<file path="src/rtl/usb_sniffer_utmi_capture_pkg.sv">
// -----------------------------------------------------------------------------
// usb_sniffer_utmi_capture_pkg
// Shared definitions for the UTMI capture block: word-type codes, field bit
// positions, output FIFO depth, counter widths, the capture FSM state type and
// helpers that build each of the four output word formats.
// -----------------------------------------------------------------------------
package usb_sniffer_utmi_capture_pkg;

  localparam int WORD_W     = 32;
  localparam int FIFO_DEPTH = 4;
  localparam int CNT_W      = 16;

  // Word type lives in [31:30]
  localparam int TYPE_HI = 31;
  localparam int TYPE_LO = 30;

  localparam logic [1:0] TYPE_DATA = 2'b00;
  localparam logic [1:0] TYPE_LS   = 2'b01;
  localparam logic [1:0] TYPE_HDR  = 2'b10;
  localparam logic [1:0] TYPE_END  = 2'b11;

  localparam int DIR_BIT   = 29;  // HDR: 1 = TX
  localparam int DCNT_HI   = 29;  // DATA: byte count
  localparam int DCNT_LO   = 28;
  localparam int ERR_BIT   = 29;  // END: rxerror seen
  localparam int TRUNC_BIT = 28;  // END: packet lost words
  localparam int LS_HI     = 17;  // HDR/LS: linestate
  localparam int LS_LO     = 16;
  localparam int BYTES_W   = 24;  // DATA: packed bytes, first in [7:0]

  typedef enum logic [2:0] {
    ST_IDLE,
    ST_RX,
    ST_TX,
    ST_FLUSH,
    ST_END
  } state_e;

  function automatic logic [CNT_W-1:0] sat_inc(input logic [CNT_W-1:0] v);
    return (v == {CNT_W{1'b1}}) ? v : v + 1'b1;
  endfunction

  function automatic logic [WORD_W-1:0] mk_hdr(input logic dir, input logic [1:0] ls,
                                               input logic [CNT_W-1:0] delta);
    logic [WORD_W-1:0] w;
    w                  = '0;
    w[TYPE_HI:TYPE_LO] = TYPE_HDR;
    w[DIR_BIT]         = dir;
    w[LS_HI:LS_LO]     = ls;
    w[CNT_W-1:0]       = delta;
    return w;
  endfunction

  function automatic logic [WORD_W-1:0] mk_ls(input logic [1:0] ls,
                                              input logic [CNT_W-1:0] delta);
    logic [WORD_W-1:0] w;
    w                  = '0;
    w[TYPE_HI:TYPE_LO] = TYPE_LS;
    w[LS_HI:LS_LO]     = ls;
    w[CNT_W-1:0]       = delta;
    return w;
  endfunction

  function automatic logic [WORD_W-1:0] mk_data(input logic [1:0] cnt,
                                                input logic [BYTES_W-1:0] bytes);
    logic [WORD_W-1:0] w;
    w                  = '0;
    w[TYPE_HI:TYPE_LO] = TYPE_DATA;
    w[DCNT_HI:DCNT_LO] = cnt;
    w[BYTES_W-1:0]     = bytes;
    return w;
  endfunction

  function automatic logic [WORD_W-1:0] mk_end(input logic err, input logic trunc,
                                               input logic [CNT_W-1:0] nbytes);
    logic [WORD_W-1:0] w;
    w                  = '0;
    w[TYPE_HI:TYPE_LO] = TYPE_END;
    w[ERR_BIT]         = err;
    w[TRUNC_BIT]       = trunc;
    w[CNT_W-1:0]       = nbytes;
    return w;
  endfunction

endpackage

</file>
<file path="src/rtl/usb_sniffer_utmi_capture_if.sv">
// -----------------------------------------------------------------------------
// usb_sniffer_utmi_capture_if
// Bundles the UTMI monitor inputs and the 32-bit capture stream output.
//   slave  : the capture block (consumes UTMI, drives the stream)
//   master : the environment (drives UTMI and tready, observes the stream)
// -----------------------------------------------------------------------------
interface usb_sniffer_utmi_capture_if;
  import usb_sniffer_utmi_capture_pkg::*;

  logic [7:0]        utmi_data_in_i;
  logic [7:0]        utmi_data_out_i;
  logic              utmi_txvalid_i;
  logic              utmi_txready_i;
  logic              utmi_rxvalid_i;
  logic              utmi_rxactive_i;
  logic              utmi_rxerror_i;
  logic [1:0]        utmi_linestate_i;
  logic              outport_tvalid_o;
  logic [WORD_W-1:0] outport_tdata_o;
  logic              outport_tready_i;

  modport master (
    output utmi_data_in_i, utmi_data_out_i, utmi_txvalid_i, utmi_txready_i,
    output utmi_rxvalid_i, utmi_rxactive_i, utmi_rxerror_i, utmi_linestate_i,
    output outport_tready_i,
    input  outport_tvalid_o, outport_tdata_o
  );

  modport slave (
    input  utmi_data_in_i, utmi_data_out_i, utmi_txvalid_i, utmi_txready_i,
    input  utmi_rxvalid_i, utmi_rxactive_i, utmi_rxerror_i, utmi_linestate_i,
    input  outport_tready_i,
    output outport_tvalid_o, outport_tdata_o
  );

endinterface

</file>
<file path="src/rtl/usb_sniffer_capture_fifo.sv">
// -----------------------------------------------------------------------------
// usb_sniffer_capture_fifo
// Small synchronous FIFO in front of the AXI-Stream output.
//   push_i/data_i : write request; written only when accept_o is high
//   accept_o      : space available this cycle (a pop on a full FIFO frees it)
//   valid_o/data_o: head entry, held stable until popped
//   pop_i         : consumer ready; pops when valid_o is high
// -----------------------------------------------------------------------------
module usb_sniffer_capture_fifo
  import usb_sniffer_utmi_capture_pkg::*;
#(
  parameter int WIDTH = WORD_W,
  parameter int DEPTH = FIFO_DEPTH
) (
  input  logic             clk_i,
  input  logic             rst_ni,
  input  logic             push_i,
  input  logic [WIDTH-1:0] data_i,
  output logic             accept_o,
  output logic             valid_o,
  output logic [WIDTH-1:0] data_o,
  input  logic             pop_i
);
  localparam int PW = $clog2(DEPTH);

  logic [WIDTH-1:0] mem_q [DEPTH];
  logic [PW-1:0]    rd_q, wr_q;
  logic [PW:0]      cnt_q;
  logic             do_pop, do_push;

  assign valid_o  = (cnt_q != '0);
  assign do_pop   = pop_i & valid_o;
  assign accept_o = (cnt_q != (PW+1)'(DEPTH)) | do_pop;
  assign do_push  = push_i & accept_o;
  assign data_o   = mem_q[rd_q];

  // Memory is reset too so the stream data reads zero out of reset.
  always_ff @(posedge clk_i or negedge rst_ni) begin
    if (!rst_ni) begin
      for (int i = 0; i < DEPTH; i++) mem_q[i] <= '0;
      rd_q  <= '0;
      wr_q  <= '0;
      cnt_q <= '0;
    end else begin
      if (do_push) begin
        mem_q[wr_q] <= data_i;
        wr_q        <= wr_q + 1'b1;
      end
      if (do_pop) rd_q <= rd_q + 1'b1;
      case ({do_push, do_pop})
        2'b10:   cnt_q <= cnt_q + 1'b1;
        2'b01:   cnt_q <= cnt_q - 1'b1;
        default: cnt_q <= cnt_q;
      endcase
    end
  end

endmodule

</file>
<file path="src/rtl/usb_sniffer_utmi_capture.sv">
// -----------------------------------------------------------------------------
// usb_sniffer_utmi_capture
// Watches a UTMI link and turns packets and linestate changes into a stream of
// 32-bit words (HDR / DATA / END / LS) on an AXI-Stream style output.
//   clk_i, rst_ni     : clock, asynchronous active-low reset
//   bus (slave)       : UTMI monitor inputs and the outport_* stream
//   cfg_enable_i      : allows new HDR/LS words; never aborts a running packet
//   cfg_clr_stats_i   : clears the statistics (wins over an increment)
//   stat_dropped_o    : saturating count of words lost to a full FIFO
//   stat_overflow_o   : sticky flag, set on any drop
// -----------------------------------------------------------------------------
module usb_sniffer_utmi_capture
  import usb_sniffer_utmi_capture_pkg::*;
(
  input  logic                      clk_i,
  input  logic                      rst_ni,
  usb_sniffer_utmi_capture_if.slave bus,
  input  logic                      cfg_enable_i,
  input  logic                      cfg_clr_stats_i,
  output logic [CNT_W-1:0]          stat_dropped_o,
  output logic                      stat_overflow_o
);
  state_e            state_q, state_d;
  logic              rxa_prev_q, txv_prev_q;
  logic [1:0]        ls_last_q, ls_last_d;
  logic [CNT_W-1:0]  delta_q, delta_d, pkt_cnt_q, pkt_cnt_d, dropped_q, dropped_d;
  logic              rxerr_q, rxerr_d, trunc_q, trunc_d, ovf_q, ovf_d;
  logic [1:0]        pk_cnt_q, pk_cnt_d;
  logic [15:0]       pk_buf_q, pk_buf_d;
  logic              rx_start, tx_start, push, push_is_end, accept, drop, clr_delta, cap;
  logic [7:0]        cap_byte;
  logic [WORD_W-1:0] push_word;

  assign rx_start = bus.utmi_rxactive_i & ~rxa_prev_q;
  assign tx_start = bus.utmi_txvalid_i & ~txv_prev_q;

  always_comb begin
    state_d     = state_q;
    ls_last_d   = ls_last_q;
    pkt_cnt_d   = pkt_cnt_q;
    rxerr_d     = rxerr_q;
    trunc_d     = trunc_q;
    pk_cnt_d    = pk_cnt_q;
    pk_buf_d    = pk_buf_q;
    push        = 1'b0;
    push_is_end = 1'b0;
    push_word   = '0;
    clr_delta   = 1'b0;
    cap         = 1'b0;
    cap_byte    = 8'h00;

    case (state_q)
      ST_IDLE: begin
        if (cfg_enable_i) begin
          if (rx_start || tx_start) begin
            // RX wins when both links start in the same cycle
            push      = 1'b1;
            push_word = mk_hdr(~rx_start, bus.utmi_linestate_i, delta_q);
            clr_delta = 1'b1;
            state_d   = rx_start ? ST_RX : ST_TX;
            pkt_cnt_d = '0;
            rxerr_d   = 1'b0;
            trunc_d   = 1'b0;
            pk_cnt_d  = '0;
            pk_buf_d  = '0;
          end else if (bus.utmi_linestate_i != ls_last_q) begin
            push      = 1'b1;
            push_word = mk_ls(bus.utmi_linestate_i, delta_q);
            clr_delta = 1'b1;
            ls_last_d = bus.utmi_linestate_i;
          end
        end
      end
      ST_RX: begin
        rxerr_d  = rxerr_q | bus.utmi_rxerror_i;
        cap      = bus.utmi_rxvalid_i & bus.utmi_rxactive_i;
        cap_byte = bus.utmi_data_in_i;
        if (!bus.utmi_rxactive_i) state_d = ST_FLUSH;
      end
      ST_TX: begin
        cap      = bus.utmi_txvalid_i & bus.utmi_txready_i;
        cap_byte = bus.utmi_data_out_i;
        if (!bus.utmi_txvalid_i) state_d = ST_FLUSH;
      end
      ST_FLUSH: begin
        if (pk_cnt_q != 2'd0) begin
          push      = 1'b1;
          push_word = mk_data(pk_cnt_q, {8'h00, pk_buf_q});
        end
        pk_cnt_d = '0;
        pk_buf_d = '0;
        state_d  = ST_END;
      end
      ST_END: begin
        // The END word waits here for space rather than being dropped
        push        = 1'b1;
        push_is_end = 1'b1;
        push_word   = mk_end(rxerr_q, trunc_q, pkt_cnt_q);
        if (accept) state_d = ST_IDLE;
      end
      default: state_d = ST_IDLE;
    endcase

    // Byte packer: the third byte goes straight into the word, not the buffer
    if (cap) begin
      pkt_cnt_d = sat_inc(pkt_cnt_q);
      if (pk_cnt_q == 2'd2) begin
        push      = 1'b1;
        push_word = mk_data(2'd3, {cap_byte, pk_buf_q});
        pk_cnt_d  = '0;
        pk_buf_d  = '0;
      end else begin
        if (pk_cnt_q == 2'd0) pk_buf_d[7:0]  = cap_byte;
        else                  pk_buf_d[15:8] = cap_byte;
        pk_cnt_d = pk_cnt_q + 2'd1;
      end
    end

    drop = push & ~push_is_end & ~accept;
    if (drop) trunc_d = 1'b1;

    delta_d = clr_delta ? '0 : sat_inc(delta_q);

    dropped_d = dropped_q;
    ovf_d     = ovf_q;
    if (cfg_clr_stats_i) begin
      dropped_d = '0;
      ovf_d     = 1'b0;
    end else if (drop) begin
      dropped_d = sat_inc(dropped_q);
      ovf_d     = 1'b1;
    end
  end

  always_ff @(posedge clk_i or negedge rst_ni) begin
    if (!rst_ni) begin
      state_q    <= ST_IDLE;
      rxa_prev_q <= 1'b0;
      txv_prev_q <= 1'b0;
      ls_last_q  <= '0;
      delta_q    <= '0;
      pkt_cnt_q  <= '0;
      rxerr_q    <= 1'b0;
      trunc_q    <= 1'b0;
      pk_cnt_q   <= '0;
      pk_buf_q   <= '0;
      dropped_q  <= '0;
      ovf_q      <= 1'b0;
    end else begin
      state_q   <= state_d;
      ls_last_q <= ls_last_d;
      delta_q   <= delta_d;
      pkt_cnt_q <= pkt_cnt_d;
      rxerr_q   <= rxerr_d;
      trunc_q   <= trunc_d;
      pk_cnt_q  <= pk_cnt_d;
      pk_buf_q  <= pk_buf_d;
      dropped_q <= dropped_d;
      ovf_q     <= ovf_d;
      // Frozen in FLUSH/END so a start arriving there is still seen as an
      // edge once the FSM is back in IDLE.
      if (state_q != ST_FLUSH && state_q != ST_END) begin
        rxa_prev_q <= bus.utmi_rxactive_i;
        txv_prev_q <= bus.utmi_txvalid_i;
      end
    end
  end

  usb_sniffer_capture_fifo #(
    .WIDTH (WORD_W),
    .DEPTH (FIFO_DEPTH)
  ) u_fifo (
    .clk_i    (clk_i),
    .rst_ni   (rst_ni),
    .push_i   (push),
    .data_i   (push_word),
    .accept_o (accept),
    .valid_o  (bus.outport_tvalid_o),
    .data_o   (bus.outport_tdata_o),
    .pop_i    (bus.outport_tready_i)
  );

  assign stat_dropped_o  = dropped_q;
  assign stat_overflow_o = ovf_q;

endmodule

</file>
<file path="src/flat_wrapper.sv">
// flat-port wrapper written by rule: the top's interface ports become plain ports
module usb_sniffer_utmi_capture_flat import usb_sniffer_utmi_capture_pkg::*;
  (clk_i, rst_ni, cfg_enable_i, cfg_clr_stats_i, stat_dropped_o, stat_overflow_o, bus_utmi_data_in_i, bus_utmi_data_out_i, bus_utmi_txvalid_i, bus_utmi_txready_i, bus_utmi_rxvalid_i, bus_utmi_rxactive_i, bus_utmi_rxerror_i, bus_utmi_linestate_i, bus_outport_tready_i, bus_outport_tvalid_o, bus_outport_tdata_o);
  usb_sniffer_utmi_capture_if bus_i ();
  input  logic clk_i;
  input  logic rst_ni;
  input  logic cfg_enable_i;
  input  logic cfg_clr_stats_i;
  output logic [CNT_W-1:0] stat_dropped_o;
  output logic stat_overflow_o;
  input wire logic [$bits(bus_i.utmi_data_in_i)-1:0] bus_utmi_data_in_i;
  input wire logic [$bits(bus_i.utmi_data_out_i)-1:0] bus_utmi_data_out_i;
  input wire logic [$bits(bus_i.utmi_txvalid_i)-1:0] bus_utmi_txvalid_i;
  input wire logic [$bits(bus_i.utmi_txready_i)-1:0] bus_utmi_txready_i;
  input wire logic [$bits(bus_i.utmi_rxvalid_i)-1:0] bus_utmi_rxvalid_i;
  input wire logic [$bits(bus_i.utmi_rxactive_i)-1:0] bus_utmi_rxactive_i;
  input wire logic [$bits(bus_i.utmi_rxerror_i)-1:0] bus_utmi_rxerror_i;
  input wire logic [$bits(bus_i.utmi_linestate_i)-1:0] bus_utmi_linestate_i;
  input wire logic [$bits(bus_i.outport_tready_i)-1:0] bus_outport_tready_i;
  output wire logic [$bits(bus_i.outport_tvalid_o)-1:0] bus_outport_tvalid_o;
  output wire logic [$bits(bus_i.outport_tdata_o)-1:0] bus_outport_tdata_o;
  assign bus_i.utmi_data_in_i = bus_utmi_data_in_i;
  assign bus_i.utmi_data_out_i = bus_utmi_data_out_i;
  assign bus_i.utmi_txvalid_i = bus_utmi_txvalid_i;
  assign bus_i.utmi_txready_i = bus_utmi_txready_i;
  assign bus_i.utmi_rxvalid_i = bus_utmi_rxvalid_i;
  assign bus_i.utmi_rxactive_i = bus_utmi_rxactive_i;
  assign bus_i.utmi_rxerror_i = bus_utmi_rxerror_i;
  assign bus_i.utmi_linestate_i = bus_utmi_linestate_i;
  assign bus_i.outport_tready_i = bus_outport_tready_i;
  assign bus_outport_tvalid_o = bus_i.outport_tvalid_o;
  assign bus_outport_tdata_o = bus_i.outport_tdata_o;
  usb_sniffer_utmi_capture u_core (.clk_i(clk_i), .rst_ni(rst_ni), .bus(bus_i), .cfg_enable_i(cfg_enable_i), .cfg_clr_stats_i(cfg_clr_stats_i), .stat_dropped_o(stat_dropped_o), .stat_overflow_o(stat_overflow_o));
endmodule
</file>
<file path="config.mk">
export PLATFORM = sky130hd
export DESIGN_NAME = usb_sniffer_utmi_capture_flat
export DESIGN_NICKNAME = d
export VERILOG_FILES = /design/src/rtl/usb_sniffer_utmi_capture_pkg.sv /design/src/rtl/usb_sniffer_utmi_capture_if.sv /design/src/rtl/usb_sniffer_capture_fifo.sv /design/src/rtl/usb_sniffer_utmi_capture.sv /design/src/flat_wrapper.sv
export SDC_FILE = /design/constraint.sdc
export NUM_CORES = 1
export LEC_CHECK = 0
export CAP_MARGIN = 15
export CORE_MARGIN = 2
export CORE_UTILIZATION = 58
export CTS_CLUSTER_DIAMETER = 30
export CTS_CLUSTER_SIZE = 10
export DETAILED_ROUTE_END_ITERATION = 8
export HOLD_SLACK_MARGIN = 0.06
export PLACE_DENSITY = 0.78
export SYNTH_ARGS = -nofsm -noshare
export SYNTH_HDL_FRONTEND = slang
export SYNTH_SLANG_ARGS = --single-unit
</file>
<file path="constraint.sdc">
create_clock -name clk_i -period 3.18 [get_ports clk_i]
set_input_delay 0.636 -clock clk_i [delete_from_list [all_inputs] [get_ports clk_i]]
set_output_delay 0.636 -clock clk_i [all_outputs]
set_load 0.01 [all_outputs]
</file>
* Word level (Yosys, flattened, before mapping)
Cells that the tools add are included.
** Operators by class
- Multiplexer cells :: 61
- Shifts and indexed selects :: 0
- Add/subtract/negate cells :: 8
- Divide/modulo/power cells :: 0
- Bitwise operators :: 18
- Eq/ne operators :: 24
- Order comparisons :: 3
- Reductions and logical operators :: 24
- $mul :: 0
** Operator list (number)
- 2-to-1 mux 16 bit :: 14
- 2-to-1 mux 32 bit :: 7
- bitwise mux 128 bit :: 1
- case mux 32 bit (3 select lines) :: 1
- binary-select mux 32 bit (select 2 bit) :: 1
- demux 32 bit (select 2 bit) :: 1
- adder 16 x 1 -> 16 bit, second input constant :: 3
- == test 16 bit, second input constant :: 3
- case mux 16 bit (2 select lines) :: 1
- 2-to-1 mux 31 bit :: 1
- 2-to-1 mux 30 bit :: 1
- nonzero test 2 bit :: 10
- 2-to-1 mux 8 bit :: 2
- case mux 8 bit (2 select lines) :: 1
- 2-to-1 mux 3 bit :: 5
- case mux 3 bit (5 select lines) :: 1
- 2-to-1 mux 1 bit :: 14
- 2-to-1 mux 2 bit :: 5
- inequality test 2 bit, second input constant :: 5
- AND reduction 3 bit :: 3
- bitwise AND 1 bit :: 8
- AND reduction 4 bit :: 2
- adder 2 x 1 -> 2 bit, second input constant :: 3
- == test 3 x 2 -> 1 bit, second input constant :: 2
- 27 further kinds :: 43
** Storage, ports and cells
- ROM bits :: 0
- Latch bits :: 0
- Logic and storage cells :: 157
- Memories kept :: 0
- Bits in writable memories :: 0
- Bits of input ports :: 28
- Output and inout bits :: 50
- Flip-flop bits (word level) :: 211

* Longest topological paths before layout
- Depth in word-level cells :: 12
- Mapped depth :: 10
- Gate-level depth less buffers :: 8

* By module
A second synthesis with hierarchy kept.
** Second synthesis, totals
- Cell total of the unflattened synthesis :: 823
- Area, all modules :: 10954.3 µm²
** Modules (own cells, without submodules)
- usb_sniffer_capture_fifo :: sequential area each 3378.2 µm², area an instance 6583.8 µm², times used 1, cells each 349
- usb_sniffer_utmi_capture :: sequential area each 1901.8 µm², area an instance 4370.4 µm², times used 1, cells each 474

* Least setup slack after synthesis
No wires, ideal clock.
- Path type :: input to register
- Start :: input cfg_enable_i
- End :: register u_core.u_fifo.cnt_q[2]
- Path buffers :: 2
- Path slack :: 376 ps
- Data required time :: 3101 ps
- Data arrival time :: 2725 ps
- Stages on the path :: 10
- Library setup time :: 79 ps
- Cell sequence :: or4b_1 > buf_2 > a41oi_4 > buf_4 > or3_1 > nor2_1 > fa_1 > or2_2 > o22ai_1 > xor2_1
** On the way
- Cells in the longest elaborated chain, start to end :: 7
- Elaborated cells on any way between the ends :: 9
- Those cells by class :: eq/ne (2); mux (5); bitwise (1); reduce/logical (1)
** RTL lines
- from (decl) :: RTL line flat_wrapper.sv:7 : input logic cfg_enable_i;
- 2-to-1 mux 1 bit * :: RTL line usb_sniffer_utmi_capture.sv:54 : if (cfg_enable_i) begin
- case mux 1 bit (3 select lines) * :: RTL line usb_sniffer_utmi_capture.sv:52 : case (state_q)
- 2-to-1 mux 1 bit :: RTL line usb_sniffer_utmi_capture.sv:107 : if (pk_cnt_q == 2'd2) begin
- 2-to-1 mux 1 bit * :: RTL line usb_sniffer_utmi_capture.sv:105 : if (cap) begin
- bitwise AND 1 bit * :: RTL line usb_sniffer_capture_fifo.sv:34 : assign do_push = push_i & accept_o;
- == test 2 x 1 -> 1 bit / == test 2 bit (equally long branches) :: RTL line usb_sniffer_capture_fifo.sv:50 : case ({do_push, do_pop})
- case mux 3 bit (2 select lines) / nonzero test 2 bit (equally long branches)
- to (signal assigned) :: RTL line usb_sniffer_capture_fifo.sv:51 : 2'b10: cnt_q <= cnt_q + 1'b1;
- to (signal assigned) :: RTL line usb_sniffer_capture_fifo.sv:52 : 2'b01: cnt_q <= cnt_q - 1'b1;
- to (signal assigned) :: RTL line usb_sniffer_capture_fifo.sv:53 : default: cnt_q <= cnt_q;
- to (decl) :: RTL line usb_sniffer_capture_fifo.sv:28 : logic [PW:0] cnt_q;
Every way passes the cells marked *; elsewhere a longest branch is shown, timed or not.
A chain may end at the register's enable or synchronous reset.

* Worst setup path in the final report
- Start :: register u_core.u_fifo.rd_q[0]
- End :: output bus_outport_tdata_o[15]
** On the way
- Cells in the longest elaborated chain, start to end :: 4
** RTL lines
- from (decl) :: RTL line usb_sniffer_capture_fifo.sv:27 : logic [PW-1:0] rd_q, wr_q;
- from (signal assigned) :: RTL line usb_sniffer_capture_fifo.sv:49 : if (do_pop) rd_q <= rd_q + 1'b1;
- NOT 2 -> 3 bit (not written as such) :: RTL line usb_sniffer_capture_fifo.sv:35 : assign data_o = mem_q[rd_q];
- binary-select mux 32 bit (select 2 bit) :: RTL line usb_sniffer_capture_fifo.sv:35
- 2-to-1 mux 32 bit (not written as such) (2 in series) :: RTL line usb_sniffer_capture_fifo.sv:35
- to (decl) :: RTL line flat_wrapper.sv:21 : output wire logic [$bits(bus_i.outport_tdata_o)-1:0] bus_outport_tdata_o;
Every way passes these cells. The select of a mux whose other input is x is not followed.

==> flow_summary.ini <==
[power_and_ir_drop]
peakVddDrop_v = 0.000488
p_leak_uw = 0.00459
power.density_nw_per_um2 = 746
finalPower_uw = 8260

[layout]
fin_util_pct = 70.2
area_growth_syn_to_layout_pct = 19.4
final_layout_size_suffix_gt1_share_pct = 13.4
nets = 1003
mostFrequentLayoutCells = dfrtp_1 (194), nand2_1 (150), o21ai_0 (119)
diodes = 0
layout_commonest_cell = dfrtp_1

[timing]
finalMaxSlewViolations = 0
tns_ps = 0
fin_crit_sh_pct = 90.2
finalSetupViolations = 0
fin_worst_hold_slack_ps = 215
rsz0062_at_grt = false
fmaxAchievable_ghz = 0.349
max_slew_margin_pct = 32.6
tightestPinTransition_ps = 1000
layout_setup_ws_ps = 311
finalClockSkew_ps = 9.36
min_period_ps = 2870
timing.final.hold_violations = 0

[grt]
grt_overflow = 0
grt_first_pass_wirelength_mm = 35.6
grt_max_degree = 75
track_usage_pct = 27.1
antenna_found_initial = 0
grt_pass1_vias = 6932

[floorplan]
io_pins = 78
dieHeight_um = 130
die_w_um = 130
core_area_um2 = 15800
rows = 46
start_util_pct = 58.8
dieArea_um2 = 17000

[status]
status = finished clean

[critical_path]
required_ps = 2540
worstPathArrival_ps = 2230
worst_path_max_delay_cell = mux4_2
r2r_cells = 7
timing.rr.start = u_core.state_q[1]$_DFFE_PN0P_
worstReg2RegEnd = u_core.stat_dropped_o[15]$_DFFE_PN0P_
crit_type = flip-flop to output pin
start_kind = flip-flop
endpoint_kind = output pin
cp_max_fo = 26
crit_family = buffers and inverters
crit_buf_inv = 2
cp_slowest_stage_delay_ps = 570
reg2reg_slack_ps = 450
path_cells = buf_12 > mux4_2 > clkdlybuf4s50_1

[drt]
m1WireLength_mm = 10.0
drtIter0Drc = 782
routed.top_layer = met4
routed-via-count = 7279
dr.pass1.iters = 6
post-route-drc-count = 0
wl_met2_mm = 10.3
drt-wirelength-per-cell_um = 18.2
post_drt_via_cell_ratio = 6.10
routed_wirelength_mm = 21.7
ant_nets = 0
route.met3.wl_mm = 1.14

[place]
dpl_worst_slack_ps = 39.8
hpwl_mm = 14.3
finalWeightedCongestion = 0.835
io_buffers = 73

[synthesis]
postSynthCellCount = 890
synth.top_cell.area_share_pct = 52.6
ys_ff_latch = 195
syn_area_um2 = 9270
avgSynthCellArea_um2 = 10.4
yosysTopAreaCell = dfrtp_1
synth-warning-count = 0
ys.flop_type = dfrtp_1
yosysSeqAreaShare_pct = 52.6
ys_types = 60
synth_edf_count = 0
synth_async_sr_flop_share_pct = 100
synth.area.top_cells = dfrtp_1 (53%), mux4_2 (6.8%), o21ai_0 (6.4%)

[clocking]
cts_root_buf = clkbuf_16
clock_latency_ps = 440
htreeDepth = 4
cts_buffers = 17
cts_buffer_depth = 2
cts_tree = yes
postCtsSetupBuffers = 0
path_clk_slew_ps = 70
cts_sinks = 195
post_cts_resized = 0
hold_buffers = 0

[job]
cap_viol_max_count = 0

[hold_path]
worst_hold_path_type = input port to async pin
## synth_stat cells, drive strengths merged, types with 11 or more instances
cell	n
a21oi	30
a222oi	16
buf	17
clkbuf	49
dfrtp	195
inv	11
mux4	28
nand2	150
nand3	18
nor2	49
o21ai	120
o31ai	13
or4	12
xnor2	24
## layout make-up
| cell class | count | area [µm²] |
|---|---|---|
| clock inverters | 10 | 100 |
| multi-input cells | 621 | 4140 |
| flip-flops and latches | 195 | 4880 |
| repair buffers | 121 | 1180 |
| inverters | 11 | 41.3 |
| well taps | 216 | 270 |
| fillers | 1171 | 4700 |
| clock buffers | 20 | 457 |
## metrics by stage
step           area (µm²)  cells
6_report            11100   1194
5_1_grt             11100   1194
3_5_place_dp        10500   1164
4_1_cts             11100   1194
3_3_place_gp        10500   1164
2_1_floorplan        9280    893
## state kept, by name (all words and copies together), names as in the netlist, 2 cells and up
register,cells
u_core.u_fifo.wr_q,2
u_core.ls_last_q,2
u_core.u_fifo.cnt_q,3
u_core.u_fifo.rd_q,2
u_core.delta_q,16
u_core.stat_dropped_o,16
u_core.pk_cnt_q,2
u_core.state_q,3
u_core.pk_buf_q,16
u_core.pkt_cnt_q,16
u_core.u_fifo.mem_q,112
## worst register-to-register path: cells and delay by family, from the launching register on
kind | cells | cell delay (ps)
and+or+nand+nor | 2 | 790
buffers and inverters | 2 | 470
AOI/OAI and AO/OA | 3 | 760
DFF | 1 | 610
## metal layers
| metal | vias up | global-route usage [%] |
|---|---|---|
| met4 | 0 | 7.07 |
| met3 | 16 | 4.64 |
| li1 | 3397 | - |
| met1 | 3623 | 39.9 |
| met2 | 243 | 42.7 |
| met5 | - | 0 |
## logic make-up after synthesis
logic type,after synthesis,synth area share (%)
buf+inv,77,3.41
simple gates,301,15.2
other cells,1,0.0404
mux,36,7.76
compound gates,242,17.0
fa+ha+maj,8,1.16
xor+xnor,30,2.83
flops,195,52.6
## worst max path at each step
stage,endpoint,cells after the start,slack (ps),start
final,bus_outport_tdata_o[15],3,310,u_core.u_fifo.rd_q[0]$_DFFE_PN0P_
after global placement,u_core.u_fifo.cnt_q[2]$_DFFE_PN0P_,9,60,cfg_enable_i
after global routing,bus_outport_tdata_o[16],3,200,u_core.u_fifo.rd_q[0]$_DFFE_PN0P_
after floorplan,u_core.u_fifo.cnt_q[2]$_DFFE_PN0P_,10,380,cfg_enable_i
after detailed placement,u_core.stat_dropped_o[12]$_DFFE_PN0P_,8,40,bus_utmi_txvalid_i
after CTS,bus_outport_tdata_o[16],3,280,u_core.u_fifo.rd_q[0]$_DFFE_PN0P_
## power by group
group          internal [µW]  total (µW)  switching [µW]
sequential              3010        3460             456
combinational           1210        2730            1520
clock                   1120        2060             942
total                   5340        8260            2920
Power figures use the tool's default switching activity.
